File: config.mk
export PLATFORM = sky130hd
export DESIGN_NAME = mips_mem_arbiter_flat
export DESIGN_NICKNAME = d
export VERILOG_FILES = /design/src/rtl/mips_mem_arbiter_if.sv /design/src/rtl/mips_mem_arbiter.sv /design/src/flat_wrapper.sv
export SDC_FILE = /design/constraint.sdc
export NUM_CORES = 1
export LEC_CHECK = 0
export CAP_MARGIN = 10
export CORE_AREA = 2 2 107 109
export CTS_CLUSTER_SIZE = 16
export DETAILED_ROUTE_END_ITERATION = 10
export DIE_AREA = 0 0 109 111
export GPL_TIMING_DRIVEN = 0
export PLACE_DENSITY = 0.84
export SKIP_LAST_GASP = 1
export SYNTH_ARGS = -nofsm -noshare
export SYNTH_HDL_FRONTEND = slang
export SYNTH_SLANG_ARGS = --single-unit
export TNS_END_PERCENT = 100
File: constraint.sdc
create_clock -name mips_cpu_clk -period 2 [get_ports mips_cpu_clk]
set_input_delay 0.2 -clock mips_cpu_clk [delete_from_list [all_inputs] [get_ports mips_cpu_clk]]
set_output_delay 0.2 -clock mips_cpu_clk [all_outputs]
set_load 0.02 [all_outputs]
File: src/rtl/mips_mem_arbiter_if.sv
// Bus bundle for mips_mem_arbiter: fetch and load/store requester channels plus the memory port.
// slave is the arbiter's view; master is the core/memory side that surrounds it.
interface mips_mem_arbiter_if #(
  parameter int unsigned ADDR_WIDTH = 32,
  parameter int unsigned DATA_WIDTH = 32
);
  localparam int unsigned STRB_WIDTH = DATA_WIDTH / 8;

  logic                  inst_req_valid;
  logic                  inst_req_ready;
  logic [ADDR_WIDTH-1:0] inst_addr;
  logic                  inst_rdata_valid;
  logic                  inst_rdata_ready;
  logic [DATA_WIDTH-1:0] inst_rdata;

  logic                  data_req_valid;
  logic                  data_req_ready;
  logic [ADDR_WIDTH-1:0] data_addr;
  logic                  data_wen;
  logic [STRB_WIDTH-1:0] data_wstrb;
  logic [DATA_WIDTH-1:0] data_wdata;
  logic                  data_rdata_valid;
  logic                  data_rdata_ready;
  logic [DATA_WIDTH-1:0] data_rdata;

  logic                  mem_req_valid;
  logic                  mem_req_ready;
  logic [ADDR_WIDTH-1:0] mem_addr;
  logic                  mem_wen;
  logic [STRB_WIDTH-1:0] mem_wstrb;
  logic [DATA_WIDTH-1:0] mem_wdata;
  logic                  mem_rsp_valid;
  logic                  mem_rsp_ready;
  logic [DATA_WIDTH-1:0] mem_rdata;

  modport slave (
    input  inst_req_valid, inst_addr, inst_rdata_ready,
    output inst_req_ready, inst_rdata_valid, inst_rdata,
    input  data_req_valid, data_addr, data_wen, data_wstrb, data_wdata, data_rdata_ready,
    output data_req_ready, data_rdata_valid, data_rdata,
    output mem_req_valid, mem_addr, mem_wen, mem_wstrb, mem_wdata, mem_rsp_ready,
    input  mem_req_ready, mem_rsp_valid, mem_rdata
  );

  modport master (
    output inst_req_valid, inst_addr, inst_rdata_ready,
    input  inst_req_ready, inst_rdata_valid, inst_rdata,
    output data_req_valid, data_addr, data_wen, data_wstrb, data_wdata, data_rdata_ready,
    input  data_req_ready, data_rdata_valid, data_rdata,
    input  mem_req_valid, mem_addr, mem_wen, mem_wstrb, mem_wdata, mem_rsp_ready,
    output mem_req_ready, mem_rsp_valid, mem_rdata
  );
endinterface

File: src/rtl/mips_mem_arbiter.sv
// Shares the single memory port between instruction fetch and load/store, one transaction at a time.
// Optional: define MIPS_ARB_RR_EN for round-robin arbitration instead of fixed data-over-fetch.
module mips_mem_arbiter #(
  parameter int unsigned ADDR_WIDTH = 32,
  parameter int unsigned DATA_WIDTH = 32
) (
  input logic               mips_cpu_clk,
  input logic               mips_cpu_reset,
  mips_mem_arbiter_if.slave bus
);
  localparam int unsigned STRB_WIDTH = DATA_WIDTH / 8;

  typedef enum logic [2:0] {StIdle, StReqI, StReqD, StRspI, StRspD} state_e;

  state_e                r_state;
  logic [ADDR_WIDTH-1:0] r_addr;
  logic                  r_wen;
  logic [STRB_WIDTH-1:0] r_wstrb;
  logic [DATA_WIDTH-1:0] r_wdata;

  logic w_idle;
  logic w_grant_d;
  logic w_acc_i;
  logic w_acc_d;

`ifdef MIPS_ARB_RR_EN
  logic r_last_grant;  // 1 = data won the previous acceptance
  assign w_grant_d = bus.data_req_valid & (~bus.inst_req_valid | ~r_last_grant);
`else
  assign w_grant_d = bus.data_req_valid;
`endif

  assign w_idle             = (r_state == StIdle) & ~mips_cpu_reset;
  assign bus.data_req_ready = w_idle & w_grant_d;
  assign bus.inst_req_ready = w_idle & ~w_grant_d & bus.inst_req_valid;
  assign w_acc_d            = bus.data_req_valid & bus.data_req_ready;
  assign w_acc_i            = bus.inst_req_valid & bus.inst_req_ready;

  always_ff @(posedge mips_cpu_clk) begin
    if (mips_cpu_reset) begin
      r_state <= StIdle;
      r_addr  <= '0;
      r_wen   <= 1'b0;
      r_wstrb <= '0;
      r_wdata <= '0;
`ifdef MIPS_ARB_RR_EN
      r_last_grant <= 1'b0;
`endif
    end else begin
      unique case (r_state)
        StIdle: begin
          if (w_acc_d) begin
            r_addr  <= bus.data_addr;
            r_wen   <= bus.data_wen;
            r_wstrb <= bus.data_wstrb;
            r_wdata <= bus.data_wdata;
            r_state <= StReqD;
`ifdef MIPS_ARB_RR_EN
            r_last_grant <= 1'b1;
`endif
          end else if (w_acc_i) begin
            r_addr  <= bus.inst_addr;
            r_wen   <= 1'b0;
            r_wstrb <= '0;
            r_wdata <= '0;
            r_state <= StReqI;
`ifdef MIPS_ARB_RR_EN
            r_last_grant <= 1'b0;
`endif
          end
        end
        StReqI: if (bus.mem_req_ready) r_state <= StRspI;
        // Stores have no response phase.
        StReqD: if (bus.mem_req_ready) r_state <= r_wen ? StIdle : StRspD;
        StRspI: if (bus.mem_rsp_valid & bus.mem_rsp_ready) r_state <= StIdle;
        StRspD: if (bus.mem_rsp_valid & bus.mem_rsp_ready) r_state <= StIdle;
        default: r_state <= StIdle;
      endcase
    end
  end

  assign bus.mem_req_valid = (r_state == StReqI) | (r_state == StReqD);
  assign bus.mem_addr      = r_addr;
  assign bus.mem_wen       = r_wen;
  assign bus.mem_wstrb     = r_wstrb;
  assign bus.mem_wdata     = r_wdata;

  assign bus.mem_rsp_ready = (r_state == StRspI) ? bus.inst_rdata_ready :
                             (r_state == StRspD) ? bus.data_rdata_ready : 1'b0;

  assign bus.inst_rdata_valid = (r_state == StRspI) & bus.mem_rsp_valid;
  assign bus.inst_rdata       = (r_state == StRspI) ? bus.mem_rdata : '0;
  assign bus.data_rdata_valid = (r_state == StRspD) & bus.mem_rsp_valid;
  assign bus.data_rdata       = (r_state == StRspD) ? bus.mem_rdata : '0;
endmodule

File: src/flat_wrapper.sv
// flat-port wrapper written by rule: the top's interface ports become plain ports
module mips_mem_arbiter_flat 
#(
  parameter int unsigned ADDR_WIDTH = 32,
  parameter int unsigned DATA_WIDTH = 32
)
  (mips_cpu_clk, mips_cpu_reset, bus_inst_req_valid, bus_inst_addr, bus_inst_rdata_ready, bus_inst_req_ready, bus_inst_rdata_valid, bus_inst_rdata, bus_data_req_valid, bus_data_addr, bus_data_wen, bus_data_wstrb, bus_data_wdata, bus_data_rdata_ready, bus_data_req_ready, bus_data_rdata_valid, bus_data_rdata, bus_mem_req_valid, bus_mem_addr, bus_mem_wen, bus_mem_wstrb, bus_mem_wdata, bus_mem_rsp_ready, bus_mem_req_ready, bus_mem_rsp_valid, bus_mem_rdata);
  mips_mem_arbiter_if #(.ADDR_WIDTH(ADDR_WIDTH), .DATA_WIDTH(DATA_WIDTH)) bus_i ();
  input logic mips_cpu_clk;
  input logic mips_cpu_reset;
  input wire logic [$bits(bus_i.inst_req_valid)-1:0] bus_inst_req_valid;
  input wire logic [$bits(bus_i.inst_addr)-1:0] bus_inst_addr;
  input wire logic [$bits(bus_i.inst_rdata_ready)-1:0] bus_inst_rdata_ready;
  output wire logic [$bits(bus_i.inst_req_ready)-1:0] bus_inst_req_ready;
  output wire logic [$bits(bus_i.inst_rdata_valid)-1:0] bus_inst_rdata_valid;
  output wire logic [$bits(bus_i.inst_rdata)-1:0] bus_inst_rdata;
  input wire logic [$bits(bus_i.data_req_valid)-1:0] bus_data_req_valid;
  input wire logic [$bits(bus_i.data_addr)-1:0] bus_data_addr;
  input wire logic [$bits(bus_i.data_wen)-1:0] bus_data_wen;
  input wire logic [$bits(bus_i.data_wstrb)-1:0] bus_data_wstrb;
  input wire logic [$bits(bus_i.data_wdata)-1:0] bus_data_wdata;
  input wire logic [$bits(bus_i.data_rdata_ready)-1:0] bus_data_rdata_ready;
  output wire logic [$bits(bus_i.data_req_ready)-1:0] bus_data_req_ready;
  output wire logic [$bits(bus_i.data_rdata_valid)-1:0] bus_data_rdata_valid;
  output wire logic [$bits(bus_i.data_rdata)-1:0] bus_data_rdata;
  output wire logic [$bits(bus_i.mem_req_valid)-1:0] bus_mem_req_valid;
  output wire logic [$bits(bus_i.mem_addr)-1:0] bus_mem_addr;
  output wire logic [$bits(bus_i.mem_wen)-1:0] bus_mem_wen;
  output wire logic [$bits(bus_i.mem_wstrb)-1:0] bus_mem_wstrb;
  output wire logic [$bits(bus_i.mem_wdata)-1:0] bus_mem_wdata;
  output wire logic [$bits(bus_i.mem_rsp_ready)-1:0] bus_mem_rsp_ready;
  input wire logic [$bits(bus_i.mem_req_ready)-1:0] bus_mem_req_ready;
  input wire logic [$bits(bus_i.mem_rsp_valid)-1:0] bus_mem_rsp_valid;
  input wire logic [$bits(bus_i.mem_rdata)-1:0] bus_mem_rdata;
  assign bus_i.inst_req_valid = bus_inst_req_valid;
  assign bus_i.inst_addr = bus_inst_addr;
  assign bus_i.inst_rdata_ready = bus_inst_rdata_ready;
  assign bus_inst_req_ready = bus_i.inst_req_ready;
  assign bus_inst_rdata_valid = bus_i.inst_rdata_valid;
  assign bus_inst_rdata = bus_i.inst_rdata;
  assign bus_i.data_req_valid = bus_data_req_valid;
  assign bus_i.data_addr = bus_data_addr;
  assign bus_i.data_wen = bus_data_wen;
  assign bus_i.data_wstrb = bus_data_wstrb;
  assign bus_i.data_wdata = bus_data_wdata;
  assign bus_i.data_rdata_ready = bus_data_rdata_ready;
  assign bus_data_req_ready = bus_i.data_req_ready;
  assign bus_data_rdata_valid = bus_i.data_rdata_valid;
  assign bus_data_rdata = bus_i.data_rdata;
  assign bus_mem_req_valid = bus_i.mem_req_valid;
  assign bus_mem_addr = bus_i.mem_addr;
  assign bus_mem_wen = bus_i.mem_wen;
  assign bus_mem_wstrb = bus_i.mem_wstrb;
  assign bus_mem_wdata = bus_i.mem_wdata;
  assign bus_mem_rsp_ready = bus_i.mem_rsp_ready;
  assign bus_i.mem_req_ready = bus_mem_req_ready;
  assign bus_i.mem_rsp_valid = bus_mem_rsp_valid;
  assign bus_i.mem_rdata = bus_mem_rdata;
  mips_mem_arbiter #(.ADDR_WIDTH(ADDR_WIDTH), .DATA_WIDTH(DATA_WIDTH)) u_core (.mips_cpu_clk(mips_cpu_clk), .mips_cpu_reset(mips_cpu_reset), .bus(bus_i));
endmodule
==> flow_metrics.tcl <==
set metrics [dict create \
    hold_ws_ns 0.325 \
    number_of_global_route_vias_before_repair 4566 \
    area_growth_syn_to_layout_pct 94.8 \
    wl_per_cell_um 17.0 \
    finish.utilization_pct 59.1 \
    timing.final.crit_share_pct 96.4 \
    drv_slew 0 \
    crit_path_max_incr_delay_ns 0.42 \
    path_class "flip-flop to output pin" \
    cts_root_buf "sky130_fd_sc_hd__clkbuf_16" \
    syn-instance-count 419 \
    worst_ep_arrival_time_ns 1.73 \
    kind_of_capture_point_of_the_worst_setup_path "output pin" \
    regToRegEndpoint "u_core.bus.mem_addr[25]$_SDFFE_PP0P_" \
    worstSetupStartpointType "flip-flop" \
    synth_area_leader_cell "sky130_fd_sc_hd__dfxtp_1" \
    rows 39 \
    ant_nets 0 \
    reg2reg_depth 8 \
    grt_use_total_pct 23.1 \
    crit-reg2reg-launch "u_core.r_state[0]$_SDFFE_PP0P_" \
    ys_seq_elements 72 \
    start_util_pct 30.3 \
    setup_repair_after_global_routing_missed_its_margin "no" \
    worst_hold_startpoint "bus_inst_req_valid" \
    post_drt_via_cell_ratio 5.04 \
    post-route-cell-area_sq_um 6550 \
    synth_enable_flop_cells 0 \
    whs_endpoint "u_core.bus.mem_addr[19]$_SDFFE_PP0P_" \
    powerDensity_nw_per_um2 1020 \
    peak_vdd_ir_mv 0.524 \
    post_synth_most_frequent_cells "77 x sky130_fd_sc_hd__nor2_1, 72 x sky130_fd_sc_hd__dfxtp_1, 37 x sky130_fd_sc_hd__a22oi_1, 37 x sky130_fd_sc_hd__nand2_1, 34 x sky130_fd_sc_hd__and3_1" \
    clock-skew-final_ns 0.0132 \
    worst_hold_path.num_cells 3 \
    clkTransAtPathRegs_ns 0.06 \
    min_path_type "input pin to flip-flop" \
    final_cell_count_no_fill 858 \
    final_hold_viol_count 0 \
    design.die.area_sq_um 12100 \
    multi_input_gate_area_in_the_final_layout_sq_um 1720 \
    place_congestion 0.835 \
    yosysUniqueCellTypes 29 \
    final-setup-viol-count 0 \
    die_y_um 111 \
    layout.filler_cells 964 \
    antenna_cells 0 \
    post_synth_main_area_contributors "sky130_fd_sc_hd__dfxtp_1 43%, sky130_fd_sc_hd__nor2_1 8.6%, sky130_fd_sc_hd__a311oi_1 8.3%" \
    design.portCount 280 \
    grt_first_pass_wirelength_um 22300 \
    placedInstanceArea_sq_um 6320 \
    avgSynthCellArea_sq_um 8.02 \
    power_mw 6.68 \
    cts_max_level 3 \
    ys_seq_area_share_pct 42.9 \
    yosys.cell_count.top_type "sky130_fd_sc_hd__nor2_1" \
    cts_tree "yes" \
    route.detailed.drc 0 \
    grt_max_degree 15 \
    ctsLongestPathBuffers 2 \
    routed_wirelength_um 14500 \
    static-leakage-power_nw 2.76 \
    numCtsBuffers 9 \
    synthDominantCellAreaShare_pct 42.9 \
    drv.max_cap_violation_count 0 \
    placed_cells_incl_taps 840 \
    hpwl_um 11300 \
    overflow 0 \
    antenna_violations_before_repair 0 \
    worst-endpoint-required_ns 1.80 \
    synth.cell_area_sq_um 3360 \
    vias 4321 \
    drtIter0Drc 275 \
    synth_warnings 0 \
    achievable-frequency_mhz 519 \
    critical_path_peak_fanout 10 \
    worstMarginPinSlew_ns 0.530 \
    buffer_ports.inserted 278 \
    most_used_flip_flop_cell_after_synthesis "sky130_fd_sc_hd__dfxtp_1" \
    firstDrtPassIters 5 \
    chipWidth_um 109 \
    synth_nets 560 \
    worstPathCellList "nor3b_4, buf_4, clkbuf_2, and2_1, clkdlybuf4s15_1" \
    postSynth.asyncResetShare_pct 0 \
    drive_above_1_share_pct 14.1 \
    critPathSlowestCell "sky130_fd_sc_hd__dfxtp_2" \
    reg2reg_setup_slack_ns 0.21 \
    final_net_count 851 \
    ff_latch_area_sq_um 1440 \
    clock_sinks 72 \
    coreArea_sq_um 11100 \
    min_cycle_time_layout_ns 1.93 \
    clock_latency_ns 0.33 \
    status "finished, final reports clean" \
    max-slew-margin-rel_pct 64.7 \
]
## cell families (layout without fill, tap and decap cells)
family	count (synthesis)	after routing	share of synthesized area (%)
and+or+nand+nor	218	218	31.5
buffers and inverters	48	344	6.29
DFF	72	72	42.9
xor gates and xnor gates	1	1	0.261
AOI/OAI and AO/OA	80	80	19.0
## power by group
part           leakage, nW  internal, mW  total, mW  switching [mW]
logic                 2.00          1.31       2.89            1.59
registers            0.591          1.71       1.88           0.176
clock network        0.172          1.24       1.90           0.661
total                 2.76          4.25       6.68            2.42
## metrics by stage
stage | setup TNS (ns) | setup slack [ns]
after detailed placement | -18.51 | -0.581
after CTS | -0.154 | -0.154
after global routing | 0 | 0.00186
after floorplan | 0 | 0.235
final | 0 | 0.0720
after global placement | -15.91 | -0.562
## area by class of cell
class / instances / share of cell area, %
tap: 143 / 2.73
clock inverter: 7 / 1.95
buffer: 43 / 3.67
sequential: 72 / 22.1
multi-input combinational: 299 / 26.2
inverter: 3 / 0.249
clock buffer: 9 / 3.44
timing repair buffer: 282 / 39.6
## routing by layer
metal | vias to the layer above | global-route usage, % | share of wire (%) | routed length [um]
met2 | 220 | 42.7 | 52 | 7520
met4 | 0 | 7.95 | 2.6 | 377
met1 | 2002 | 25.2 | 38 | 5460
met3 | 30 | 5.64 | 8.2 | 1190
met5 | - | 0 | 0 | 0
li1 | 2069 | - | - | -
## how the worst max path moves through the flow
| stage | startpoint | end | depth (start not counted) |
|---|---|---|---|
| after global routing | u_core.r_state[2]$_SDFFE_PP0P_ | bus_data_rdata[20] | 5 |
| after detailed placement | mips_cpu_reset | bus_inst_req_ready | 6 |
| final | u_core.r_state[2]$_SDFFE_PP0P_ | bus_data_rdata[18] | 5 |
| after global placement | mips_cpu_reset | bus_inst_req_ready | 6 |
| after CTS | u_core.r_state[0]$_SDFFE_PP0P_ | bus_inst_req_ready | 6 |
| after floorplan | u_core.r_state[0]$_SDFFE_PP0P_ | bus_inst_req_ready | 5 |
## flip-flops by register name, indices dropped and copies added, names as in the netlist
signal / flops
u_core.bus.mem_wstrb: 4
u_core.bus.mem_addr: 32
u_core.bus.mem_wen: 1
u_core.bus.mem_wdata: 32
u_core.r_state: 3
## critical path, delay by kind of cell, from the launching register on
family	cells	cell delay [ns]
simple gates	2	0.34
flops	1	0.42
buf+inv	3	0.65
## placed cells by master, fill, tap and decap left out, drive strengths merged
cell,n
clkdlybuf4s50,208
nor2,77
clkbuf,74
dfxtp,72
nand2,38
a22oi,37
and3,34
and2,33
nand3,32
a311oi,32
buf,23
dlygate4sd2,17
clkdlybuf4s15,12
inv,5
a21oi,3
bufinv,3
clkinv,2
nor4,2
o21ai,2
nor2b,1
nor3b,1
xnor2,1
a32o,1
a32oi,1
o311ai,1
a31oi,1
a211oi,1
o211a,1
## what timing repair did
action	in CTS	in global routing
pin swaps	2	1
resized for setup	138	71
hold buffers	0	0
setup endpoints to repair	70	53
buffers inserted	3	1
cloned	0	0
No activity file was read; power rests on OpenSTA's default activity.
==> patch (same settings) <==
The option `MIPS_ARB_RR_EN` is turned on by a define.
--- a/src/rtl/mips_mem_arbiter.sv
+++ b/src/rtl/mips_mem_arbiter.sv
@@ -1,5 +1,7 @@
 // Shares the single memory port between instruction fetch and load/store, one transaction at a time.
 // Optional: define MIPS_ARB_RR_EN for round-robin arbitration instead of fixed data-over-fetch.
+`define MIPS_ARB_RR_EN
+
 module mips_mem_arbiter #(
   parameter int unsigned ADDR_WIDTH = 32,
   parameter int unsigned DATA_WIDTH = 32
Behaviour: not the same (Yosys sat finds a counterexample within 4 cycles, from zero or initial values and one cycle with mips_cpu_reset high).
==> patch against the original RTL <==
- sequential cell count rose by 1
- total power shrank 1.9%
- final area increased by 1.6%
- critical endpoint is now bus_data_rdata[1]
- wire length down 5.2%
- largest cell class unchanged
- synthesized area increased by 0.67%
- hold slack improved by 0.12 ns
- count of clock-buffer cells in the layout up 2
- worst setup slack got worse by 0.020 ns
==> patch: results (changes against the original RTL) <==
Cells and area
  • Multi-input logic cell count: 304 (was 299)
  • Area Overhead vs Synth: 96.6% (was 94.8%)
  • Invs w/o clock: 5 (was 3)
  • Seq. cell area: 0.00146 mm^2 (was 0.00144 mm^2)
  • Multi-input gate share of total cell area: 25.4% (was 26.2%)
  • Clock buf/inv share: 4.72% (was 5.39%)
  • Seq cells: 73 (was 72)
  • Share of layout cells above drive strength 1: 16.3% (was 14.1%)
  • Number of nets in the layout: 858 (was 851)
  • Non-clk bufs: 324 (was 325)
  • # clk buffers: 11 (was 9)
  • NonClk Buf Share: 44.9% (was 43.3%)
  • # fillers: 1005 (was 964)

Logic synthesis
  • Mapped Nets: 564 (was 560)
  • Top cells by count, synth: dfxtp_1 (73), nand2_1 (68), nor2_1 (44) (was nor2_1 (77), dfxtp_1 (72), a22oi_1 (37), nand2_1 (37), and3_1 (34))
  • Syn. warnings: 0 (unchanged)
  • Top cells by area, synth: dfxtp_1 (43%), a22oi_1 (8.2%), nand2_1 (7.5%) (was dfxtp_1 (43%), nor2_1 (8.6%), a311oi_1 (8.3%))
  • Post-synth ARST share: 0% (unchanged)
  • Yosys cell types: 30 (was 29)
  • Seq/Total Area, Yosys: 43.2% (was 42.9%)

Min path
  • Hold Path Class: in2reg (unchanged)

Status
  • Outcome: finished, final reports clean (unchanged)

Place
  • Dpl cell area: 0.00633 mm^2 (was 0.00632 mm^2)
  • Post-DP HPWL: 10.6 mm (was 11.3 mm)
  • # port buffers: 277 (was 278)
  • RePlAce Congestion: 0.824 (was 0.835)

Critical path
  • Crit path largest cell delay: 0.34 ns (was 0.42 ns)
  • Cell family with most CP delay: buffers and inverters (unchanged)
  • Critical path peak fanout: 10 (unchanged)
  • Arr. time, crit path: 1.75 ns (was 1.73 ns)
  • Crit-path slowest cell: dfxtp_1 (was dfxtp_2)

STA
  • Max-slew violation count: 0 (unchanged)
  • Skew final: 0.0117 ns (was 0.0132 ns)
  • Worst rel slew slack: 67.6% (was 64.7%)

Global routing
  • Antenna violations before repair: 0 (unchanged)
  • First-pass GRT wire length: 21.5 mm (was 22.3 mm)
  • Largest net degree at the start of global routing: 14 (was 15)
  • Vias in the first global route: 4315 (was 4566)
  • Total GRT Usage: 22.0% (was 23.1%)

Clocking
  • Clk slew on worst S/H paths: 0.06 ns (about the same)
  • Longest Clk Path Bufs: 2 (unchanged)

Detailed routing
  • Drt wl/cell: 15.9 um (was 17.0 um)
  • Initial DRC count: 284 (was 275)
  • Via/cell ratio: 4.95 (was 5.04)
  • 1st-pass router iterations: 6 (was 5)

Pwr
  • Leak Pwr: 2.74 nW (was 2.76 nW)
  • Worst vdd rail ir drop: 0.000558 V (was 0.000524 V)

Die
  • Core area: 0.0111 mm^2 (unchanged)
==> patch: repair_timing <==
item	CTS	global route
pin swaps	3	1
buffers inserted	4	3
cloned	0	0
resized for setup	174	52
setup endpoints to repair	69	66
==> patch: cells by family after synthesis <==
logic type             Yosys count  share of synthesized area [%]
buffers and inverters           46                           7.18
AO/OA/AOI/OAI                  117                           22.3
flip-flops                      73                           43.2
AND/OR/NAND/NOR                186                           27.0
XOR/XNOR                         1                          0.259
==> patch: stage by stage <==
step	instances	hold WS [ns]	worst slack (ns)
after floorplan	423	0.338	0.417
final	865	0.441	0.0519
after global placement	843	0.479	-0.301
after CTS	862	0.433	-0.0684
after detailed placement	843	0.488	-0.356
after global routing	865	0.430	-0.0201
==> patch: power breakdown <==
part	leakage, nW	internal [mW]	switching, mW
logic	2.00	1.41	1.54
clock network	0.144	1.04	0.636
registers	0.597	1.74	0.184
==> patch: routing by layer <==
layer | share of wire, % | vias up | GRT usage (%)
li1 | - | 2067 | -
met1 | 38 | 1996 | 24.2
met2 | 50 | 202 | 39.1
met3 | 10 | 18 | 8.41
met4 | 1.3 | 0 | 5.81
met5 | 0 | - | 0
==> patch: tightest hold or removal path, stage by stage <==
cell and delay (ns):
clkdlybuf4s50_1 0.40, nand2_1 0.06, a31oi_1 0.07
==> patch: path summary, 6_finish.rpt <==
| path | end | slack [ns] | cells past startpoint | start |
|---|---|---|---|---|
| hold reg to reg | u_core.bus.mem_wdata[4] | 0.50 | 2 | u_core.bus.mem_wdata[4] |
| hold / removal | u_core.bus.mem_addr[2] | 0.44 | 3 | bus_data_addr[2] |
| setup reg to reg | u_core.bus.mem_wdata[17] | 0.20 | 7 | u_core.r_state[2] |
| setup / recovery | bus_data_rdata[1] | 0.05 | 5 | u_core.r_state[0] |
